## src/rtl/alu_operand_entry.sv

```systemverilog
// Operand entry front end: synchronizes and debounces the board switches and buttons,
// then sequences capture of operand A, operand B and the ALU select code.
module alu_operand_entry #(
  parameter int DEBOUNCE_CYCLES = 1000000,
  parameter int DATA_W          = 4
) (
  input  logic              clk_100Mhz,
  input  logic              reset,
  input  logic [DATA_W-1:0] sw,
  input  logic              btn_enter,
  input  logic              btn_clear,
  output logic [DATA_W-1:0] data_a,
  output logic [DATA_W-1:0] data_b,
  output logic [DATA_W-1:0] alu_sel,
  output logic              operands_valid,
  output logic              load_strobe,
  output logic [1:0]        entry_state
);

  localparam int CNT_W = (DEBOUNCE_CYCLES > 2) ? $clog2(DEBOUNCE_CYCLES) : 1;
  localparam logic [CNT_W-1:0] CNT_LAST = CNT_W'(DEBOUNCE_CYCLES - 1);
  localparam logic [CNT_W-1:0] CNT_ONE  = CNT_W'(1);

  typedef enum logic [1:0] {
    ENTER_A  = 2'b00,
    ENTER_B  = 2'b01,
    ENTER_OP = 2'b10,
    READY    = 2'b11
  } state_t;

  // Button bit 0 is enter, bit 1 is clear.
  logic [DATA_W-1:0] sw_meta_r, sw_sync_r;
  logic [1:0]        btn_meta_r, btn_sync_r;
  logic [1:0]        db_r, db_prev_r;
  logic [CNT_W-1:0]  cnt_r [2];

  logic              press_enter_s, press_clear_s;
  state_t            state_r, state_next_s;
  logic [DATA_W-1:0] data_a_r, data_b_r, alu_sel_r;
  logic [DATA_W-1:0] data_a_next_s, data_b_next_s, alu_sel_next_s;
  logic              valid_r, valid_next_s;
  logic              strobe_r, strobe_next_s;

  // Two-flop synchronizers for the asynchronous board inputs.
  always_ff @(posedge clk_100Mhz or negedge reset) begin
    if (!reset) begin
      sw_meta_r  <= '0;
      sw_sync_r  <= '0;
      btn_meta_r <= '0;
      btn_sync_r <= '0;
    end else begin
      sw_meta_r  <= sw;
      sw_sync_r  <= sw_meta_r;
      btn_meta_r <= {btn_clear, btn_enter};
      btn_sync_r <= btn_meta_r;
    end
  end

  // Per-button debounce: level flips only after DEBOUNCE_CYCLES consecutive mismatches.
  always_ff @(posedge clk_100Mhz or negedge reset) begin
    if (!reset) begin
      db_r      <= '0;
      db_prev_r <= '0;
      for (int i = 0; i < 2; i++) begin
        cnt_r[i] <= '0;
      end
    end else begin
      db_prev_r <= db_r;
      for (int i = 0; i < 2; i++) begin
        if (btn_sync_r[i] == db_r[i]) begin
          cnt_r[i] <= '0;
        end else if (cnt_r[i] == CNT_LAST) begin
          db_r[i]  <= ~db_r[i];
          cnt_r[i] <= '0;
        end else begin
          cnt_r[i] <= cnt_r[i] + CNT_ONE;
        end
      end
    end
  end

  assign press_enter_s = db_r[0] & ~db_prev_r[0];
  assign press_clear_s = db_r[1] & ~db_prev_r[1];

  // Entry sequencing; clear outranks enter when both land in the same cycle.
  always_comb begin
    state_next_s   = state_r;
    data_a_next_s  = data_a_r;
    data_b_next_s  = data_b_r;
    alu_sel_next_s = alu_sel_r;
    strobe_next_s  = 1'b0;
    if (press_clear_s) begin
      state_next_s   = ENTER_A;
      data_a_next_s  = '0;
      data_b_next_s  = '0;
      alu_sel_next_s = '0;
    end else if (press_enter_s) begin
      case (state_r)
        ENTER_A: begin
          data_a_next_s = sw_sync_r;
          state_next_s  = ENTER_B;
        end
        ENTER_B: begin
          data_b_next_s = sw_sync_r;
          state_next_s  = ENTER_OP;
        end
        ENTER_OP: begin
          alu_sel_next_s = sw_sync_r;
          strobe_next_s  = 1'b1;
          state_next_s   = READY;
        end
        READY: begin
          state_next_s = ENTER_A;
        end
        default: begin
          state_next_s = ENTER_A;
        end
      endcase
    end else begin
      state_next_s = state_r;
    end
    valid_next_s = (state_next_s == READY);
  end

  // State and output registers.
  always_ff @(posedge clk_100Mhz or negedge reset) begin
    if (!reset) begin
      state_r   <= ENTER_A;
      data_a_r  <= '0;
      data_b_r  <= '0;
      alu_sel_r <= '0;
      valid_r   <= 1'b0;
      strobe_r  <= 1'b0;
    end else begin
      state_r   <= state_next_s;
      data_a_r  <= data_a_next_s;
      data_b_r  <= data_b_next_s;
      alu_sel_r <= alu_sel_next_s;
      valid_r   <= valid_next_s;
      strobe_r  <= strobe_next_s;
    end
  end

  assign data_a         = data_a_r;
  assign data_b         = data_b_r;
  assign alu_sel        = alu_sel_r;
  assign operands_valid = valid_r;
  assign load_strobe    = strobe_r;
  assign entry_state    = state_r;

endmodule

```

## config.mk

```make
export PLATFORM = sky130hd
export DESIGN_NAME = alu_operand_entry
export DESIGN_NICKNAME = d
export VERILOG_FILES = /design/src/rtl/alu_operand_entry.sv
export SDC_FILE = /design/constraint.sdc
export NUM_CORES = 1
export LEC_CHECK = 0
export CAP_MARGIN = 20
export CORE_ASPECT_RATIO = 0.9
export CORE_UTILIZATION = 45
export DETAILED_ROUTE_END_ITERATION = 8
export GPL_ROUTABILITY_DRIVEN = 1
export PLACE_DENSITY_LB_ADDON = 0.12
export SLEW_MARGIN = 25
export SYNTH_ARGS = -nofsm -noshare
export SYNTH_HDL_FRONTEND = slang
export SYNTH_SLANG_ARGS = --single-unit
```

## constraint.sdc

```tcl
create_clock -name clk_100Mhz -period 2.28 [get_ports clk_100Mhz]
set_clock_uncertainty 0.2 [all_clocks]
set_input_delay 0.456 -clock clk_100Mhz [delete_from_list [all_inputs] [get_ports clk_100Mhz]]
set_output_delay 0.456 -clock clk_100Mhz [all_outputs]
set_load 0.02 [all_outputs]
```

==> results of run 1 <==
-- layout make-up --
type	instances	area (um^2)
inverters	8	30.0
well taps	90	113
multi-input cells	218	1300
clock inverters	7	120
flip-flops and latches	72	1800
clock buffers	9	124
fillers	602	2890
repair buffers	34	310
-- per-stage QoR --
stage | utilization | setup slack [ns] | instances | power, mW
floorplan | - | 0.421 | 307 | 1.36
global placement | 0.530 | 0.324 | 421 | 1.41
detailed placement | 0.530 | 0.255 | 421 | 1.41
CTS | 0.568 | 0.227 | 438 | 2.63
global route | 0.568 | 0.164 | 438 | 2.70
finish | 0.568 | 0.243 | 438 | 2.59
-- power by group through the flow --
| stage | Combinational, mW | Sequential [mW] | Clock, mW |
|---|---|---|---|
| 3_5_place_dp | 0.0771 | 1.34 | 0 |
| 6_report | 0.0757 | 1.31 | 1.21 |
| 2_1_floorplan | 0.0259 | 1.33 | 0 |
| 3_3_place_gp | 0.0764 | 1.34 | 0 |
| 4_1_cts | 0.0791 | 1.31 | 1.24 |
| 5_1_grt | 0.0875 | 1.31 | 1.30 |
-- cell usage after synthesis, drive strengths merged --
cell type / number / area (um^2)
nand4b: 1 / 8.76
buf: 5 / 25.0
nor2: 38 / 143
nor3: 9 / 45.0
nand3b: 3 / 22.5
xor2: 10 / 87.6
nand3: 24 / 125
and3: 6 / 37.5
o31ai: 4 / 30.0
nor2b: 3 / 18.8
or4: 2 / 15.0
or3: 4 / 25.0
a31o: 2 / 17.5
and4: 3 / 27.5
nor4b: 1 / 8.76
xnor2: 17 / 149
or4b: 1 / 10.0
dfrtp: 72 / 1800
nand4: 11 / 83.8
clkbuf: 4 / 15.0
inv: 8 / 30.0
or2: 2 / 15.0
mux2: 2 / 22.5
a21oi: 24 / 120
ha: 5 / 62.6
nand2: 31 / 116
o21ai: 8 / 40.0
nor4: 7 / 58.8
-- flip-flops by register name (all words and copies together), names as in the netlist --
| signal | count |
|---|---|
| data_b | 4 |
| btn_meta_r | 2 |
| db_r | 2 |
| cnt_r | 40 |
| load_strobe | 1 |
| alu_sel | 4 |
| sw_sync_r | 4 |
| entry_state | 2 |
| sw_meta_r | 4 |
| operands_valid | 1 |
| db_prev_r | 2 |
| data_a | 4 |
| btn_sync_r | 2 |
-- logic make-up after synthesis --
group | Yosys count | share of synthesized area
multiplexers | 2 | 0.00712
AO/OA/AOI/OAI | 38 | 0.0657
XOR/XNOR | 27 | 0.0748
adder cells (fa/ha/maj) | 5 | 0.0198
AND/OR/NAND/NOR | 146 | 0.241
flip-flops | 72 | 0.570
buffers and inverters | 17 | 0.0222
-- placed cells by master (no fill, tap or decap), types with 3 or more instances in the layout --
| master | netlist | routed |
|---|---|---|
| dfrtp_1 | 72 | 72 |
| nor2_1 | 38 | 38 |
| nand2_1 | 31 | 31 |
| a21oi_1 | 24 | 24 |
| nand3_1 | 23 | 23 |
| clkdlybuf4s50_1 | 0 | 22 |
| xnor2_1 | 17 | 17 |
| nand4_1 | 10 | 10 |
| xor2_1 | 10 | 10 |
| buf_4 | 0 | 10 |
| nor3_1 | 9 | 9 |
| clkbuf_8 | 0 | 9 |
| inv_1 | 8 | 8 |
| o21ai_0 | 8 | 8 |
| and3_1 | 6 | 6 |
| nor4_1 | 6 | 6 |
| ha_1 | 5 | 5 |
| or3_1 | 4 | 4 |
| nor2b_1 | 3 | 3 |
| nand3b_1 | 3 | 3 |
| bufinv_16 | 0 | 3 |
-- how the worst max path moves through the flow --
stage / startpoint / endpoint / slack [ns] / cells past startpoint
after floorplan: cnt_r[20] / cnt_r[38] / 0.42 / 5
after global placement: cnt_r[20] / cnt_r[38] / 0.32 / 5
after detailed placement: cnt_r[20] / cnt_r[38] / 0.26 / 5
after CTS: entry_state[0] / entry_state[0] / 0.23 / 1
after global routing: cnt_r[20] / cnt_r[38] / 0.16 / 5
final: cnt_r[20] / cnt_r[38] / 0.24 / 5
-- layer usage --
layer | vias to the layer above | wire (um) | part of all wire
met3 | 13 | 216 | 0.037
met1 | 1105 | 2890 | 0.50
met4 | 0 | 84 | 0.015
li1 | 1147 | - | -
met5 | - | 0 | 0
met2 | 42 | 2570 | 0.45
==> flow_summary.json, run 1 <==
{
  "status": "complete, no violations",
  "grt_pass1_vias": 2125,
  "io_pins": 24,
  "core_area_um2": 6690,
  "synthCells": 307,
  "drv_slew": 0,
  "hold_class": "flip-flop to flip-flop",
  "seqPwrFrac": 0.506,
  "cp.required_ns": 2.31,
  "track_usage": 0.174,
  "r2r_slack_ns": 0.24,
  "p_leak_nw": 1.60,
  "drt_iter0_drc": 82,
  "finalHoldViolations": 0,
  "cts-buffers-inserted": 9,
  "htreeDepth": 3,
  "cp-start-kind": "flip-flop",
  "relSlewSlack": 0.719,
  "clk-insertion-delay-late_ns": 0.34,
  "p_per_area_nw_per_um2": 682,
  "yosys_warnings": 0,
  "ys_seq_area_frac": 0.570,
  "ant_nets": 0,
  "whs_endpoint": "sw_sync_r[2]",
  "dp_hpwl_mm": 4.06,
  "cts_tree": "built",
  "overflow": 0,
  "vias_per_cell": 5.27,
  "grt_pass1_wl_mm": 9.95,
  "path_delay_family": "simple AND/OR/NAND/NOR gates",
  "avgRoutedWirePerCell_um": 13.2,
  "clock-sinks": 72,
  "path_max_fanout": 5,
  "die_x_um": 90.4,
  "start_util": 0.473,
  "final.setup.tns_ns": 0,
  "die_h_um": 81.5,
  "grt-busiest-layer": "met2",
  "grt.met1_usage": 0.233,
  "p_comb_frac": 0.029,
  "synthesis.nets": 320,
  "r2r-end": "cnt_r[38]",
  "switching_share": 0.209,
  "critPathMaxStageDelay_ns": 0.62,
  "port_buffers": 23,
  "postPlaceCellArea_um2": 3540,
  "drc_errors": 0,
  "drtPass1Iterations": 4,
  "gr-usage-met2": 0.263,
  "final_cell_area_um2": 3800,
  "antenna_found_initial": 0,
  "worst-path-buf-inv": 0,
  "cts_buffer_depth": 2,
  "p_switching_uw": 540,
  "p_clk_frac": 0.465,
  "cts_setup_buffers": 0,
  "maxCapViolations": 0,
  "grt_use_met3": 0.0593,
  "synth.distinct_cells": 33,
  "fin_nets": 356,
  "grt_max_degree": 26,
  "fin_hold_ws_ns": 0.148,
  "cpMaxStageDelayCell": "or4_1",
  "internal-power_mw": 2.05,
  "avgSynthCellArea_um2": 10.3,
  "num_vias": 2307,
  "rsz0062_at_grt": "false",
  "period_minus_slack_ns": 2.04,
  "end_kind": "flip-flop",
  "finalWirelength_mm": 5.77,
  "critPathArrivalTime_ns": 2.06,
  "fp-row-count": 28,
  "tightest_slew_ns": 0.422,
  "cts_resized": 0,
  "gp_congestion": 0.855,
  "hp-start": "sw_meta_r[2]",
  "synth.cell_area_um2": 3160,
  "reg2reg_from": "cnt_r[20]",
  "drive_gt1_frac": 0.112,
  "fin_crit_sh": 0.893,
  "cp_cell_sequence": "ha_1 > nand2_1 > or4_1 > o31ai_1 > a21oi_1",
  "setup_viol_count_final": 0,
  "fmax_ghz": 0.491,
  "area_growth_pct": 20.1,
  "reg2reg_depth": 5,
  "dieArea_um2": 7370,
  "ys_ff_latch": 72,
  "cts_hold_buffers": 1,
  "clkTransAtPathRegs_ns": 0.08,
  "crit_type": "flip-flop to flip-flop",
  "diodes": 0,
  "holdPathStages": 0,
  "cts-root-buf": "clkbuf_8",
  "ir_drop_mv": 0.455
}
(Power assumes the default switching activity.)
==> run 2: changes to the inputs <==
==> constraint.sdc (replaced) <==
create_clock -name clk_100Mhz -period 2.55 [get_ports clk_100Mhz]
set_clock_uncertainty 0.2 [all_clocks]
set_input_delay 0.51 -clock clk_100Mhz [delete_from_list [all_inputs] [get_ports clk_100Mhz]]
set_output_delay 0.51 -clock clk_100Mhz [all_outputs]
set_load 0.02 [all_outputs]
==> flow_summary.json, run 2 (synthesis results as in run 1) <==
{
  "status": "complete, no violations",
  "clock-sinks": 72,
  "drc_errors": 0,
  "switching_share": 0.220,
  "antenna_found_initial": 0,
  "cp.required_ns": 1.84,
  "fp-row-count": 28,
  "p_clk_frac": 0.377,
  "track_usage": 0.175,
  "grt_pass1_wl_mm": 10.1,
  "worst-path-buf-inv": 1,
  "p_comb_frac": 0.035,
  "internal-power_mw": 1.55,
  "fin_crit_sh": 0.810,
  "final_cells": 434,
  "dp_hpwl_mm": 3.91,
  "grt_max_degree": 54,
  "avgRoutedWirePerCell_um": 13.2,
  "fin_hold_ws_ns": 0.150,
  "num_vias": 2290,
  "crit_type": "flip-flop to primary output",
  "start_util": 0.473,
  "top_register": "cnt_r",
  "htreeDepth": 3,
  "vias_per_cell": 5.28,
  "cp_cell_sequence": "clkdlybuf4s50_1",
  "fin_nets": 354,
  "drv_slew": 0,
  "critPathMaxStageDelay_ns": 0.62,
  "finalWirelength_mm": 5.71,
  "gp_congestion": 0.873,
  "largest_reg_flops": 40,
  "hold_class": "flip-flop to flip-flop",
  "ir_drop_mv": 0.293,
  "final_common_cell": "dfrtp_1",
  "fmax_ghz": 0.484,
  "finalPower_mw": 1.99,
  "cp-start-kind": "flip-flop",
  "p_per_area_nw_per_um2": 537,
  "cts_tree": "built",
  "cts_resized": 0,
  "dieArea_um2": 7370,
  "cts-root-buf": "clkbuf_8",
  "end_kind": "primary output",
  "seqPwrFrac": 0.589,
  "die_h_um": 81.5,
  "drt_iter0_drc": 94,
  "final.setup.tns_ns": 0,
  "cts_buffer_depth": 2,
  "clkTransAtPathRegs_ns": 0.07,
  "maxCapViolations": 0,
  "area_growth_pct": 17.2,
  "path_max_fanout": 4,
  "setup_viol_count_final": 0,
  "die_x_um": 90.4,
  "drtPass1Iterations": 4,
  "rsz0062_at_grt": "false",
  "core_area_um2": 6690,
  "tightest_slew_ns": 0.604,
  "ant_nets": 0,
  "cts-buffers-inserted": 9,
  "overflow": 0,
  "p_leak_nw": 1.55,
  "grt_pass1_vias": 2136,
  "cpMaxStageDelayCell": "clkdlybuf4s50_1",
  "drive_gt1_frac": 0.0930,
  "port_buffers": 23,
  "finalHoldViolations": 0,
  "final_cell_mix": "dfrtp_1 (72), nor2_1 (38), nand2_1 (31)",
  "path_delay_family": "buffers and inverters",
  "io_pins": 24,
  "relSlewSlack": 0.594,
  "fin_util": 0.554,
  "period_minus_slack_ns": 2.07,
  "p_switching_uw": 437,
  "critPathArrivalTime_ns": 1.36,
  "dp_cells": 419,
  "diodes": 0,
  "clk-insertion-delay-late_ns": 0.34
}
run 2: cell types whose count changed in the layout (fill, tap and decap cells not counted):
cell        change
buf_4           -3
clkbuf_1        +3
bufinv_16       -3
buf_12          +1
clkbuf_8        +1
clkinvlp_4      -1
clkinv_4        -2
run 2: through the flow:
step                setup slack [ns]  cell area, um^2
finish                         0.484             3710
global route                   0.410             3710
CTS                            0.450             3710
detailed placement             0.560             3540
global placement               0.592             3540
floorplan                      0.691             3160
run 2: worst paths after layout:
path	endpoint	slack (ns)	start	cells after the start
min reg2reg	btn_sync_r[0]	0.15	btn_meta_r[0]	0
max reg2reg	cnt_r[38]	0.55	cnt_r[20]	5
max	entry_state[0]	0.48	entry_state[0]	1
min in group asynchronous	cnt_r[26]	0.49	reset	3
max in group asynchronous	entry_state[1]	1.40	reset	3
min	btn_sync_r[0]	0.15	btn_meta_r[0]	0
run 2: worst register-to-register path: cells and delay by family, from the launching register on:
family	cells	cell delay, ns
adder cells (fa/ha/maj)	1	0.21
AO/OA/AOI/OAI	2	0.34
flip-flops	1	0.37
AND/OR/NAND/NOR	2	0.76
run 2: repair_timing:
item                                   4_1_cts  5_1_grt
endpoints found under the hold margin       72        0
hold buffers                                 1        0
setup buffers                                0        0
run 2: routing by layer:
layer	vias up	global-route usage	part of all wire
li1	1131	-	-
met2	38	0.270	0.46
met3	6	0.0537	0.034
met5	-	0	0
met1	1115	0.233	0.49
met4	0	0.0677	0.011
run 2: area by class of cell:
class	instances	area, um^2
multi-input combinational	218	1300
clock buffer	13	149
fill	618	2990
clock inverter	1	5.00
inverter	8	30.0
sequential	72	1800
tap	90	113
timing repair buffer	32	308
run 2: power groups by stage:
stage / Clock [mW] / Combinational [mW] / Sequential (mW)
after floorplan: 0 / 0.0232 / 1.19
after global placement: 0 / 0.0697 / 1.19
after detailed placement: 0 / 0.0704 / 1.19
after CTS: 0.780 / 0.0717 / 1.17
after global routing: 0.825 / 0.0800 / 1.17
final: 0.750 / 0.0692 / 1.17
==> run 3: changes to the inputs <==
==> constraint.sdc (replaced) <==
create_clock -name clk_100Mhz -period 2.05 [get_ports clk_100Mhz]
set_clock_uncertainty 0.2 [all_clocks]
set_input_delay 0.41 -clock clk_100Mhz [delete_from_list [all_inputs] [get_ports clk_100Mhz]]
set_output_delay 0.41 -clock clk_100Mhz [all_outputs]
set_load 0.02 [all_outputs]
==> flow_summary.json, run 3 (synthesis results as in run 1) <==
{
  "die_h_um": 81.5,
  "multiInputGateArea_um2": 1320,
  "p_switching_uw": 559,
  "critPathArrivalTime_ns": 1.35,
  "cp-start-kind": "flip-flop",
  "r2r-end": "db_r[0]",
  "seqPwrFrac": 0.530,
  "tightest_slew_ns": 0.499,
  "ir_drop_mv": 0.447,
  "internal-power_mw": 2.19,
  "reg2reg_depth": 5,
  "port_buffers": 23,
  "final_cell_mix": "dfrtp_1 (72), nor2_1 (38), nand2_1 (30)",
  "num_vias": 2296,
  "worst-path-buf-inv": 1,
  "p_clk_frac": 0.439,
  "dp_hpwl_mm": 3.79,
  "diodes": 0,
  "path_depth": 1,
  "r2r_slack_ns": 0.09,
  "io_pins": 24,
  "drt_iter0_drc": 96,
  "ant_nets": 0,
  "die_x_um": 90.4,
  "fin_util": 0.569,
  "rsz0062_at_grt": "false",
  "p_per_area_nw_per_um2": 723,
  "drive_gt1_frac": 0.114,
  "hp-start": "btn_meta_r[0]",
  "clk-insertion-delay-late_ns": 0.34,
  "maxCapViolations": 0,
  "track_usage": 0.168,
  "top_register": "cnt_r",
  "fp-row-count": 28,
  "switching_share": 0.203,
  "avgRoutedWirePerCell_um": 12.9,
  "cpMaxStageDelayCell": "clkdlybuf4s50_1",
  "seqCellArea_um2": 1800,
  "path_delay_family": "buffers and inverters",
  "grt-busiest-layer": "met2",
  "drtPass1Iterations": 4,
  "clkTransAtPathRegs_ns": 0.07,
  "cp_cell_sequence": "clkdlybuf4s50_1",
  "area_growth_pct": 20.5,
  "period_minus_slack_ns": 1.96,
  "cp.required_ns": 1.44,
  "p_comb_frac": 0.031,
  "cts_setup_buffers": 0,
  "clock-sinks": 72,
  "finalWirelength_mm": 5.68,
  "status": "complete, no violations",
  "postPlaceCellArea_um2": 3560,
  "cts_tree": "built",
  "gr-usage-met2": 0.251,
  "gp_congestion": 0.830,
  "final.setup.tns_ns": 0,
  "drv_slew": 0,
  "htreeDepth": 3,
  "critPathMaxStageDelay_ns": 0.63,
  "fin_nets": 358,
  "vias_per_cell": 5.22,
  "grt_max_degree": 73,
  "setup_viol_count_final": 0,
  "finalPower_mw": 2.75,
  "overflow": 0,
  "crit_start": "entry_state[0]",
  "cts-root-buf": "clkbuf_8",
  "final_cell_area_um2": 3810,
  "reg2reg_from": "cnt_r[20]",
  "p_leak_nw": 1.60,
  "grt_use_met3": 0.0491,
  "final_cells": 440,
  "antenna_found_initial": 0,
  "grt_pass1_vias": 2081,
  "cp-endpoint": "entry_state[0]",
  "grt.met1_usage": 0.228,
  "cts_buffer_depth": 2,
  "fin_hold_ws_ns": 0.148,
  "relSlewSlack": 0.666,
  "hold_class": "flip-flop to flip-flop",
  "end_kind": "primary output",
  "fmax_ghz": 0.510,
  "cts-buffers-inserted": 9,
  "start_util": 0.473,
  "core_area_um2": 6690,
  "dieArea_um2": 7370,
  "setup_ws_ns": 0.0880,
  "path_max_fanout": 4,
  "dp_cells": 422,
  "drc_errors": 0,
  "fillCellCount": 599,
  "dp_slack_ns": 0.0605,
  "crit_type": "flip-flop to primary output",
  "largest_reg_flops": 40,
  "fin_crit_sh": 0.957,
  "grt_pass1_wl_mm": 9.74,
  "finalHoldViolations": 0,
  "final_common_cell": "dfrtp_1"
}
==> run 3: changes by cell type in the layout (fill, tap and decap cells not counted), sizes merged <==
cell    delta
bufinv     +2
buf        +4
==> run 3: worst reg2reg max path: cells and delay by family (launching register included) <==
kind                       cells  cell delay, ns
DFF                            1            0.37
adders and majority gates      1            0.22
and+or+nand+nor                3            0.71
muxes                          1            0.35
==> run 3: timing repair <==
action / CTS / global route
hold buffers: 1 / 0
endpoints found under the hold margin: 72 / 0
setup endpoints to repair: 0 / 15
resized for setup: 0 / 4
==> run 3: cell type report <==
type,count,share of cell area
clock buffers,13,0.0391
well taps,90,0.0296
repair buffers,36,0.0880
clock inverters,3,0.0171
multi-input cells,218,0.345
inverters,8,0.00788
flip-flops and latches,72,0.473
==> run 3: power by group through the flow <==
stage | Combinational, mW | Sequential [mW] | Clock [mW]
after floorplan | 0.0288 | 1.48 | 0
after global placement | 0.0849 | 1.49 | 0
after detailed placement | 0.0852 | 1.49 | 0
after CTS | 0.0870 | 1.46 | 1.25
after global routing | 0.101 | 1.46 | 1.30
final | 0.0860 | 1.46 | 1.21
==> run 3: worst min-delay path by stage <==
stage                    endpoint  slack, ns  cells past startpoint
floorplan              alu_sel[0]      -0.09                      0
global placement    btn_sync_r[0]       0.13                      0
detailed placement  btn_sync_r[0]       0.13                      0
CTS                  sw_sync_r[1]       0.15                      0
global route         sw_sync_r[1]       0.15                      0
finish              btn_sync_r[0]       0.15                      0
==> run 3: layer usage <==
| metal | vias up | share of wire |
|---|---|---|
| met5 | - | 0 |
| met2 | 38 | 0.44 |
| li1 | 1141 | - |
| met1 | 1107 | 0.51 |
| met4 | 0 | 0.015 |
| met3 | 10 | 0.035 |
